--- src/rtl/sine_quarter_reader.sv ---
// Full-wave sine sample generator driven by a quarter-wave magnitude ROM.
// A phase accumulator selects quadrant and ROM index; the sample is held until accepted downstream.
module sine_quarter_reader #(
    parameter int ROM_DEPTH = 64,
    parameter int ROM_WIDTH = 8,
    parameter int PHASEW    = 16
) (
    input  logic                         clk,
    input  logic                         rst,
    input  logic                         en,
    input  logic [PHASEW-1:0]            step,
    output logic [$clog2(ROM_DEPTH)-1:0] rom_addr,
    input  logic [ROM_WIDTH-1:0]         rom_data,
    output logic [2*ROM_WIDTH-1:0]       sample,
    output logic                         sample_valid,
    input  logic                         sample_ready
);

    localparam int ADDRW = $clog2(4 * ROM_DEPTH);
    localparam int AW    = $clog2(ROM_DEPTH);

    typedef enum logic [1:0] {
        IDLE,
        ADDR,
        CAPTURE,
        HOLD
    } state_t;

    state_t                   state_q;
    logic [PHASEW-1:0]        phase_q;
    logic [AW-1:0]            rom_addr_q;
    logic                     neg_q;
    logic [2*ROM_WIDTH-1:0]   sample_q;
    logic                     sample_valid_q;

    logic [ADDRW-1:0]         idx;
    logic [AW-1:0]            low;
    logic [AW-1:0]            rom_addr_d;
    logic [2*ROM_WIDTH-1:0]   mag;
    logic [2*ROM_WIDTH-1:0]   sample_d;

    assign idx = phase_q[PHASEW-1 -: ADDRW];
    assign low = idx[AW-1:0];

    // With a power-of-two depth, DEPTH-1-low is the bitwise complement of low,
    // so odd quadrants mirror the table by inverting each address bit.
    genvar gi;
    generate
        for (gi = 0; gi < AW; gi++) begin : g_mirror
            assign rom_addr_d[gi] = low[gi] ^ idx[ADDRW-2];
        end
    endgenerate

    assign mag      = {{ROM_WIDTH{1'b0}}, rom_data};
    assign sample_d = neg_q ? -mag : mag;

    always_ff @(posedge clk) begin
        if (rst) begin
            state_q        <= IDLE;
            phase_q        <= '0;
            rom_addr_q     <= '0;
            neg_q          <= 1'b0;
            sample_q       <= '0;
            sample_valid_q <= 1'b0;
        end else begin
            case (state_q)
                IDLE: begin
                    if (en) begin
                        state_q <= ADDR;
                    end
                end
                ADDR: begin
                    rom_addr_q <= rom_addr_d;
                    neg_q      <= idx[ADDRW-1];
                    state_q    <= CAPTURE;
                end
                CAPTURE: begin
                    sample_q       <= sample_d;
                    sample_valid_q <= 1'b1;
                    phase_q        <= phase_q + step;
                    state_q        <= HOLD;
                end
                HOLD: begin
                    if (sample_valid_q && sample_ready) begin
                        sample_valid_q <= 1'b0;
                        state_q        <= en ? ADDR : IDLE;
                    end
                end
                default: state_q <= IDLE;
            endcase
        end
    end

    assign rom_addr     = rom_addr_q;
    assign sample       = sample_q;
    assign sample_valid = sample_valid_q;

endmodule

--- config.mk ---
export PLATFORM = sky130hd
export DESIGN_NAME = sine_quarter_reader
export DESIGN_NICKNAME = d
export VERILOG_FILES = /design/src/rtl/sine_quarter_reader.sv
export SDC_FILE = /design/constraint.sdc
export NUM_CORES = 1
export LEC_CHECK = 0
export BUFFER_PORTS_ARGS = -buffer_cell sky130_fd_sc_hd__buf_4
export CORE_ASPECT_RATIO = 0.7
export CORE_UTILIZATION = 50
export DETAILED_ROUTE_END_ITERATION = 16
export GPL_TIMING_DRIVEN = 0
export PLACE_DENSITY = 0.77
export SLEW_MARGIN = 30
export SYNTH_ARGS = -nofsm -noshare
export SYNTH_HDL_FRONTEND = slang
export SYNTH_SLANG_ARGS = --single-unit
--- constraint.sdc ---
create_clock -name clk -period 2 [get_ports clk]
set_input_delay 0.3 -clock clk [delete_from_list [all_inputs] [get_ports clk]]
set_output_delay 0.3 -clock clk [all_outputs]
set_load 0.02 [all_outputs]
==> impl_metrics.py, run 1 <==
metrics = {
    "run_status": {
        "status": "finished, violations left",
        "violations": "negative setup slack",
    },
    "layout": {
        "utilization": 0.713,
        "antenna_cells": 0,
        "area_delta_synth_final_pct": 32.4,
        "final.fill_count": 372,
        "multi_input_area_um2": 1670,
        "seq_area_um2": 826,
        "nets": 399,
        "layout_common_cells": "buf_4 (56), dfxtp_1 (37), nor2_1 (36), a211oi_1 (17), a21oi_1 (17)",
        "final_layout_size_suffix_gt1_frac": 0.289,
        "final_common_cell": "buf_4",
        "final_cell_count_no_fill": 405,
    },
    "detailed_routing": {
        "first_iter_violations": 158,
        "drc_errors": 0,
        "wl_per_cell_um": 14.6,
        "viasPerCell": 5.54,
        "antenna_left": 0,
        "wirelength_um": 5930,
        "first_pass_iters": 4,
        "vias": 2242,
    },
    "worst_setup_path": {
        "crit_path_end_kind": "flop",
        "slowest_delay_ps": 400,
        "cpMaxStageDelayCell": "fa_2",
        "worst-path-max-fanout": 3,
        "critical_path_arrival_ps": 2350,
        "start_kind": "flop",
        "path_class": "reg2reg",
        "crit_chain": "ha_4 > fa_2 > a211oi_2 > o21bai_1 > a21oi_2 > o211a_1 > o31ai_2 > xnor2_1 > a211oi_1",
        "required_ps": 2210,
    },
    "die": {
        "dieArea_um2": 5140,
        "core_um2": 4500,
        "fp.dieW_um": 85.3,
        "initial_core_util": 0.539,
        "die_y_um": 60.3,
        "std_cell_rows": 20,
        "io_pins": 51,
    },
    "timing": {
        "fin_crit_ps": 2150,
        "worstMarginPinSlew_ps": 586,
        "fin_crit_sh": 1.07,
        "setup_violations": 8,
        "max_freq_ghz": 0.466,
        "rsz0062_at_grt": "yes",
        "setup_ws_ps": -146,
        "skew_ps": 10.2,
        "finalSetupTns_ps": -700,
        "maxSlewHeadroom": 0.610,
        "slew_violations": 0,
        "whs_ps": 286,
        "hold_violations": 0,
    },
    "clock_network": {
        "cts_root_buffer": "clkbuf_8",
        "cts.sinks": 41,
        "clk_pin_slew_ps": 80,
        "cts_tree": "yes",
        "cts_hold_buffers": 0,
        "clock_latency_ps": 290,
        "cts-htree-levels": 2,
        "cts_buffer_depth": 2,
        "cts_buffers": 5,
    },
    "placement": {
        "dp_hpwl_um": 4130,
        "io_buffers": 49,
        "routabilityCongestion": 0.853,
        "dp_cells": 389,
    },
    "power": {
        "power_density_nw_per_um2": 1230,
        "peakVddDrop_v": 0.000576,
        "finalPower_w": 0.00394,
        "leakage_nw": 1.30,
    },
    "yosys": {
        "syn-num-nets": 335,
        "syn_avg_cell_area_um2": 8.51,
        "postSynth.asyncResetShare": 0,
        "synth-seq-area-share": 0.338,
        "ys_types": 45,
        "synthCells": 285,
        "syn_area_um2": 2430,
        "ys_ff_latch": 41,
        "synth-edff-count": 0,
        "synth_warnings": 0,
        "synthFlopType": "dfxtp_1",
    },
    "grt": {
        "grt_use_total": 0.247,
        "antenna_found_initial": 0,
        "grt_max_degree": 14,
        "first_global_vias": 2055,
        "grt_overflow": 0,
        "grt_pass1_wl_um": 9760,
    },
    "job": {
        "drv_cap": 0,
    },
    "worst_hold_path": {
        "hold_class": "in2reg",
    },
}
## repair_timing
action	CTS	global route
pin swaps	13	9
hold endpoints to repair	0	0
setup buffers	7	1
setup endpoints to repair	9	22
gates resized for setup	19	24
## per-layer routing
layer	part of all wire	GRT usage	up-vias	wire length, um
li1	-	-	1139	-
met1	0.50	0.342	1032	2950
met2	0.44	0.411	64	2630
met3	0.052	0.0456	7	309
met4	0.0069	0.0429	0	41
met5	0	0	-	0
## cells by family (layout without fill, tap and decap cells)
family | Yosys count | in the layout | synth area share
xor gates and xnor gates | 18 | 18 | 0.0650
AOI/OAI and AO/OA | 75 | 75 | 0.200
DFF | 41 | 41 | 0.338
buffers and inverters | 24 | 89 | 0.0387
adders and majority gates | 22 | 22 | 0.117
muxes | 12 | 12 | 0.0495
and+or+nand+nor | 93 | 93 | 0.192
## cells in the mapped netlist (2+ instances only)
library cell / count / area, um2
a211oi_1: 18 / 135
a21boi_0: 3 / 22.5
a21o_1: 5 / 37.5
a21oi_1: 24 / 120
clkbuf_1: 13 / 48.8
dfxtp_1: 41 / 821
ha_1: 21 / 263
inv_1: 9 / 33.8
mux2i_1: 12 / 120
nand2_1: 12 / 45.0
nand2b_1: 11 / 68.8
nand3_1: 9 / 45.0
nand3b_1: 2 / 15.0
nor2_1: 37 / 139
nor2b_1: 5 / 31.3
nor3b_1: 2 / 15.0
o21ai_0: 12 / 60.1
o21bai_1: 2 / 15.0
o31ai_1: 2 / 15.0
or3_1: 4 / 25.0
xnor2_1: 13 / 114
xor2_1: 5 / 43.8
## worst paths after layout
path                             startpoint           to  slack [ps]  depth (start not counted)
worst min register to register   sample[11]   sample[11]         470                          2
worst max register to register   phase_q[0]  phase_q[14]        -150                          9
worst min-delay path            rom_data[0]    sample[0]         290                          3
worst max-delay path             phase_q[0]  phase_q[14]        -150                          9
## sequential cells by signal, summed over array words and instances (netlist names)
signal	cells
sample	15
neg_q	1
state_q	2
rom_addr	6
sample_valid	1
phase_q	16
## worst max-delay path, delay by kind of cell (launching register included)
family                     cells  cell delay [ps]
AOI/OAI and AO/OA              6             1030
adders and majority gates      2              560
DFF                            1              340
xor gates and xnor gates       1              120
## cell type report
class | count | share of cell area
plain buffers | 15 | 0.0199
clock buffers | 6 | 0.0226
clock inverters | 2 | 0.0121
inverters | 9 | 0.0105
multi-input cells | 220 | 0.521
flip-flops and latches | 41 | 0.257
well taps | 55 | 0.0214
repair buffers | 57 | 0.136
## metrics by stage
step	area, um2	setup WS (ps)
finish	3210	-146
global route	3210	-274
CTS	3120	-121
floorplan	2460	-13.0
detailed placement	2890	-356
global placement	2890	-309
## power by group
part	leakage, nW	total (W)	internal (W)	switching [W]
Sequential	0.336	0.00124	0.00106	0.000184
Combinational	0.904	0.00203	0.000959	0.00107
Clock	0.0554	0.000668	0.000375	0.000294
Total	1.29	0.00394	0.00239	0.00155
Note: power is estimated with default switching activity, not from simulation.
==> inputs of run 2 (changes only) <==
Settings changed: CELL_PAD_IN_SITES_DETAIL_PLACEMENT set to 2, CELL_PAD_IN_SITES_GLOBAL_PLACEMENT set to 2, CORE_UTILIZATION 50 to 29, PLACE_DENSITY 0.77 to not set, PLACE_DENSITY_LB_ADDON set to 0.1.
==> impl_metrics.py, run 2 (synthesis results as in run 1) <==
metrics = {
    "run_status": {
        "status": "finished, violations left",
        "violations": "design-rule violations, negative setup slack",
    },
    "worst_setup_path": {
        "cp-startpoint": "phase_q[0]",
        "path_class": "reg2reg",
        "start_kind": "flop",
        "rr_endpoint": "phase_q[14]",
        "required_ps": 2200,
        "crit_path_end_kind": "flop",
        "r2r_cells": 9,
        "r2r_setup_slack_ps": -160,
        "critical_path_arrival_ps": 2360,
        "regToRegStartpoint": "phase_q[0]",
        "endpoint": "phase_q[14]",
        "worst-path-max-fanout": 3,
    },
    "detailed_routing": {
        "first_pass_iters": 10,
        "wl_per_cell_um": 17.1,
        "drc_errors": 8,
        "antenna_left": 0,
        "wirelength_um": 7730,
        "vias": 2316,
        "viasPerCell": 5.12,
        "first_iter_violations": 56,
    },
    "layout": {
        "regMostFlops": "phase_q",
        "final_cell_count_no_fill": 452,
        "final_layout_size_suffix_gt1_frac": 0.302,
        "antenna_cells": 0,
        "nets": 400,
        "final_area_um2": 3320,
        "layout_common_cells": "buf_4 (57), nor2_1 (36), dfxtp_1 (36), a21oi_1 (18), a211oi_1 (15)",
        "area_delta_synth_final_pct": 36.8,
        "final_common_cell": "buf_4",
        "utilization": 0.416,
        "final.fill_count": 895,
        "largest_reg_flops": 16,
    },
    "placement": {
        "io_buffers": 49,
        "placed_area_um2": 2950,
        "dp_hpwl_um": 5750,
        "dp_cells": 435,
        "routabilityCongestion": 0.774,
    },
    "timing": {
        "worstMarginPinSlew_ps": 701,
        "hold_violations": 0,
        "skew_ps": 5.89,
        "max_freq_ghz": 0.463,
        "rsz0062_at_grt": "yes",
        "fin_crit_sh": 1.08,
        "slew_violations": 0,
        "setup_violations": 9,
        "maxSlewHeadroom": 0.532,
        "fin_crit_ps": 2160,
        "setup_ws_ps": -159,
    },
    "die": {
        "initial_core_util": 0.304,
        "io_pins": 51,
        "std_cell_rows": 27,
        "fp.dieW_um": 111,
        "dieArea_um2": 8740,
        "die_y_um": 78.5,
        "core_um2": 7970,
    },
    "clock_network": {
        "cts.sinks": 41,
        "cts-htree-levels": 2,
        "cts_root_buffer": "clkbuf_16",
        "cts_tree": "yes",
        "clock_latency_ps": 290,
        "cts_hold_buffers": 0,
        "cts_buffers": 5,
        "cts_buffer_depth": 2,
        "clk_pin_slew_ps": 60,
    },
    "job": {
        "drv_cap": 0,
    },
    "grt": {
        "grt_overflow": 0,
        "antenna_found_initial": 0,
        "grt_use_total": 0.184,
        "first_global_vias": 2443,
        "grt_pass1_wl_um": 12600,
        "grt_max_degree": 14,
    },
    "power": {
        "peakVddDrop_v": 0.000507,
        "power_density_nw_per_um2": 1250,
        "finalPower_w": 0.00417,
        "leakage_nw": 1.31,
    },
    "worst_hold_path": {
        "hold_class": "in2reg",
    },
}
-- run 2: changes by cell type in the layout (fill, tap and decap cells not counted), moves of 2 or more --
| cell | delta |
|---|---|
| clkbuf_16 | +5 |
| clkinvlp_4 | +2 |
| clkbuf_8 | -5 |
| a211oi_1 | -2 |
| a211oi_2 | +2 |
-- run 2: metal layers --
metal / wire length, um / vias to the layer above / GRT usage
met3: 241 / 7 / 0.0363
met1: 3960 / 1135 / 0.244
met5: 0 / - / 0
li1: - / 1140 / -
met2: 3470 / 34 / 0.308
met4: 59 / 0 / 0.0432
-- run 2: cell type report --
type	count	area [um2]	area share
multi-input cells	220	1680	0.506
flip-flops and latches	41	827	0.249
repair buffers	58	443	0.133
clock buffers	6	129	0.0388
well taps	101	126	0.0381
plain buffers	15	65.1	0.0196
inverters	9	33.8	0.0102
clock inverters	2	15.0	0.00452
-- run 2: metrics by stage --
stage          hold WS, ps  setup WS, ps  TNS [ps]
2_1_floorplan          447         -13.0     -13.0
5_1_grt                332          -283     -1960
3_5_place_dp           472          -458     -4320
6_report               308          -159      -958
4_1_cts                311          -215     -1130
3_3_place_gp           463          -369     -2850
-- run 2: what timing repair did --
item,4_1_cts,5_1_grt
pin swaps,15,14
setup buffers,6,3
endpoints found under the hold margin,0,0
gates resized for setup,30,18
setup endpoints to repair,22,25
-- run 2: how the worst min path moves through the flow --
| stage | start | endpoint | slack (ps) | depth (start not counted) |
|---|---|---|---|---|
| final | rom_data[0] | sample[0] | 310 | 3 |
| after floorplan | rom_data[0] | sample[0] | 450 | 2 |
| after global routing | rom_data[0] | sample[0] | 330 | 3 |
| after CTS | rom_data[0] | sample[0] | 310 | 3 |
| after detailed placement | sample[10] | sample[10] | 470 | 2 |
| after global placement | sample[13] | sample[13] | 460 | 2 |
-- run 2: power by group --
| part | internal (W) | switching (W) |
|---|---|---|
| Combinational | 0.000955 | 0.00114 |
| Sequential | 0.00106 | 0.000194 |
| Clock | 0.000463 | 0.000349 |
-- run 2: critical path, cell delays in order, from the launching register on --
cell and delay (ps):
dfxtp_2 330, ha_4 160, fa_2 340, a211oi_2 220
o21bai_1 120, a21oi_2 210, o211a_1 220, o31ai_2 80
xnor2_1 150, a211oi_2 240
==> inputs of run 3 (changes only) <==
Settings changed: BUFFER_PORTS_ARGS -buffer_cell sky130_fd_sc_hd__buf_4 to -buffer_cell sky130_fd_sc_hd__buf_2.
==> impl_metrics.py, run 3 (synthesis results as in run 1) <==
metrics = {
    "run_status": {
        "status": "finished, violations left",
        "violations": "design-rule violations, negative setup slack",
    },
    "timing": {
        "setup_violations": 10,
        "setup_ws_ps": -135,
        "hold_violations": 0,
        "skew_ps": 10.2,
        "slew_violations": 0,
        "fin_crit_sh": 1.07,
        "maxSlewHeadroom": 0.553,
        "finalSetupTns_ps": -715,
        "worstMarginPinSlew_ps": 670,
        "fin_crit_ps": 2130,
        "max_freq_ghz": 0.468,
        "rsz0062_at_grt": "yes",
    },
    "worst_setup_path": {
        "path_class": "reg2reg",
        "endpoint": "phase_q[7]",
        "regToRegStartpoint": "phase_q[1]",
        "rr_endpoint": "phase_q[7]",
        "required_ps": 2150,
        "start_kind": "flop",
        "crit_path_end_kind": "flop",
        "critical_path_arrival_ps": 2280,
        "r2r_setup_slack_ps": -130,
        "worst-path-max-fanout": 3,
        "cp-startpoint": "phase_q[1]",
        "r2r_cells": 9,
    },
    "die": {
        "std_cell_rows": 27,
        "io_pins": 51,
        "dieArea_um2": 8740,
        "initial_core_util": 0.304,
        "fp.dieW_um": 111,
        "core_um2": 7970,
        "die_y_um": 78.5,
    },
    "worst_hold_path": {
        "whs_path_depth": 3,
        "hold_class": "in2reg",
    },
    "detailed_routing": {
        "wl_per_cell_um": 17.0,
        "first_iter_violations": 57,
        "antenna_left": 0,
        "first_pass_iters": 10,
        "vias": 2319,
        "viasPerCell": 5.09,
        "wirelength_um": 7770,
        "drc_errors": 8,
    },
    "grt": {
        "first_global_vias": 2308,
        "grt_max_degree": 14,
        "grt_overflow": 0,
        "antenna_found_initial": 0,
        "grt_pass1_wl_um": 12100,
        "grt_use_total": 0.180,
    },
    "job": {
        "drv_cap": 0,
    },
    "power": {
        "p_sw_w": 0.00166,
        "power_density_nw_per_um2": 1300,
        "leakage_nw": 1.33,
        "peakVddDrop_v": 0.000455,
        "clockPowerShare": 0.219,
        "swShare": 0.393,
        "combPwrFrac": 0.484,
        "p_int_w": 0.00257,
        "seqPwrFrac": 0.297,
    },
    "layout": {
        "nets": 404,
        "area_delta_synth_final_pct": 33.9,
        "final_common_cell": "buf_2",
        "regMostFlops": "phase_q",
        "largest_reg_flops": 16,
        "final_cell_count_no_fill": 456,
        "utilization": 0.407,
        "layout_common_cells": "buf_2 (50), nor2_1 (36), dfxtp_1 (34), a211oi_1 (17), a21oi_1 (17)",
        "final.fill_count": 904,
        "final_layout_size_suffix_gt1_frac": 0.307,
        "antenna_cells": 0,
    },
    "clock_network": {
        "cts_buffers": 5,
        "cts.sinks": 41,
        "cts_tree": "yes",
        "cts-htree-levels": 2,
        "clock_latency_ps": 290,
        "clk_pin_slew_ps": 60,
        "cts_buffer_depth": 2,
        "cts_hold_buffers": 0,
        "cts_root_buffer": "clkbuf_16",
    },
    "placement": {
        "routabilityCongestion": 0.776,
        "dp_cells": 435,
        "dp_hpwl_um": 5570,
        "io_buffers": 49,
    },
}
==> run 3: cell types whose count changed in the layout (fill, tap and decap cells not counted), moves of 2 or more <==
cell        change
buf_2          +50
buf_4          -44
a211oi_1        +2
a211oi_2        -2
clkinvlp_4      -2
dfxtp_1         -2
dfxtp_2         +2
==> run 3: how the worst min path moves through the flow <==
stage,startpoint,end,slack [ps]
finish,rom_data[0],sample[0],350
global route,rom_data[0],sample[0],370
CTS,rom_data[0],sample[0],340
detailed placement,sample[14],sample[14],470
global placement,sample[13],sample[13],460
floorplan,rom_data[0],sample[0],450
==> run 3: power groups by stage <==
stage	logic (W)	clock network, W	registers (W)
floorplan	0.00120	0	0.00135
global placement	0.00178	0	0.00124
detailed placement	0.00183	0	0.00125
CTS	0.00196	0.000961	0.00125
global route	0.00228	0.000987	0.00129
finish	0.00205	0.000926	0.00126
==> run 3: through the flow <==
| stage | power (W) | setup WS, ps | hold WS, ps | cell area (um2) |
|---|---|---|---|---|
| 2_1_floorplan | 0.00255 | -13.0 | 447 | 2460 |
| 3_3_place_gp | 0.00302 | -358 | 458 | 2830 |
| 3_5_place_dp | 0.00308 | -374 | 468 | 2830 |
| 4_1_cts | 0.00417 | -148 | 342 | 3150 |
| 5_1_grt | 0.00456 | -235 | 367 | 3250 |
| 6_report | 0.00423 | -135 | 350 | 3250 |
==> run 3: area by class of cell <==
cell class	count	area (um2)	share of cell area
multi-input combinational	220	1680	0.517
sequential	41	830	0.255
timing repair buffer	62	347	0.107
clock buffer	6	129	0.0397
tap	101	126	0.0389
buffer	15	65.1	0.0200
clock inverter	2	38.8	0.0119
inverter	9	33.8	0.0104
==> run 3: per-layer routing <==
metal	GRT usage	share of wire	vias to the layer above
met5	0	0	-
met4	0.0324	0.0030	0
met3	0.0371	0.030	2
met2	0.290	0.45	33
met1	0.250	0.51	1134
li1	-	-	1150
==> run 3: timing repair <==
| action | CTS | global route |
|---|---|---|
| setup buffers | 9 | 4 |
| resized for setup | 29 | 17 |
| endpoints found under the setup margin | 22 | 26 |
| pin swaps | 16 | 12 |
==> run 3: worst max-delay path, cell delays in order, from the launching register on <==
cell      delay, ps
dfxtp_2         340
ha_1            260
a21o_1          190
and3_2          250
o21ai_2         190
buf_4           150
a21boi_2         60
or3_1           370
nand3_1         130
a21oi_2          60
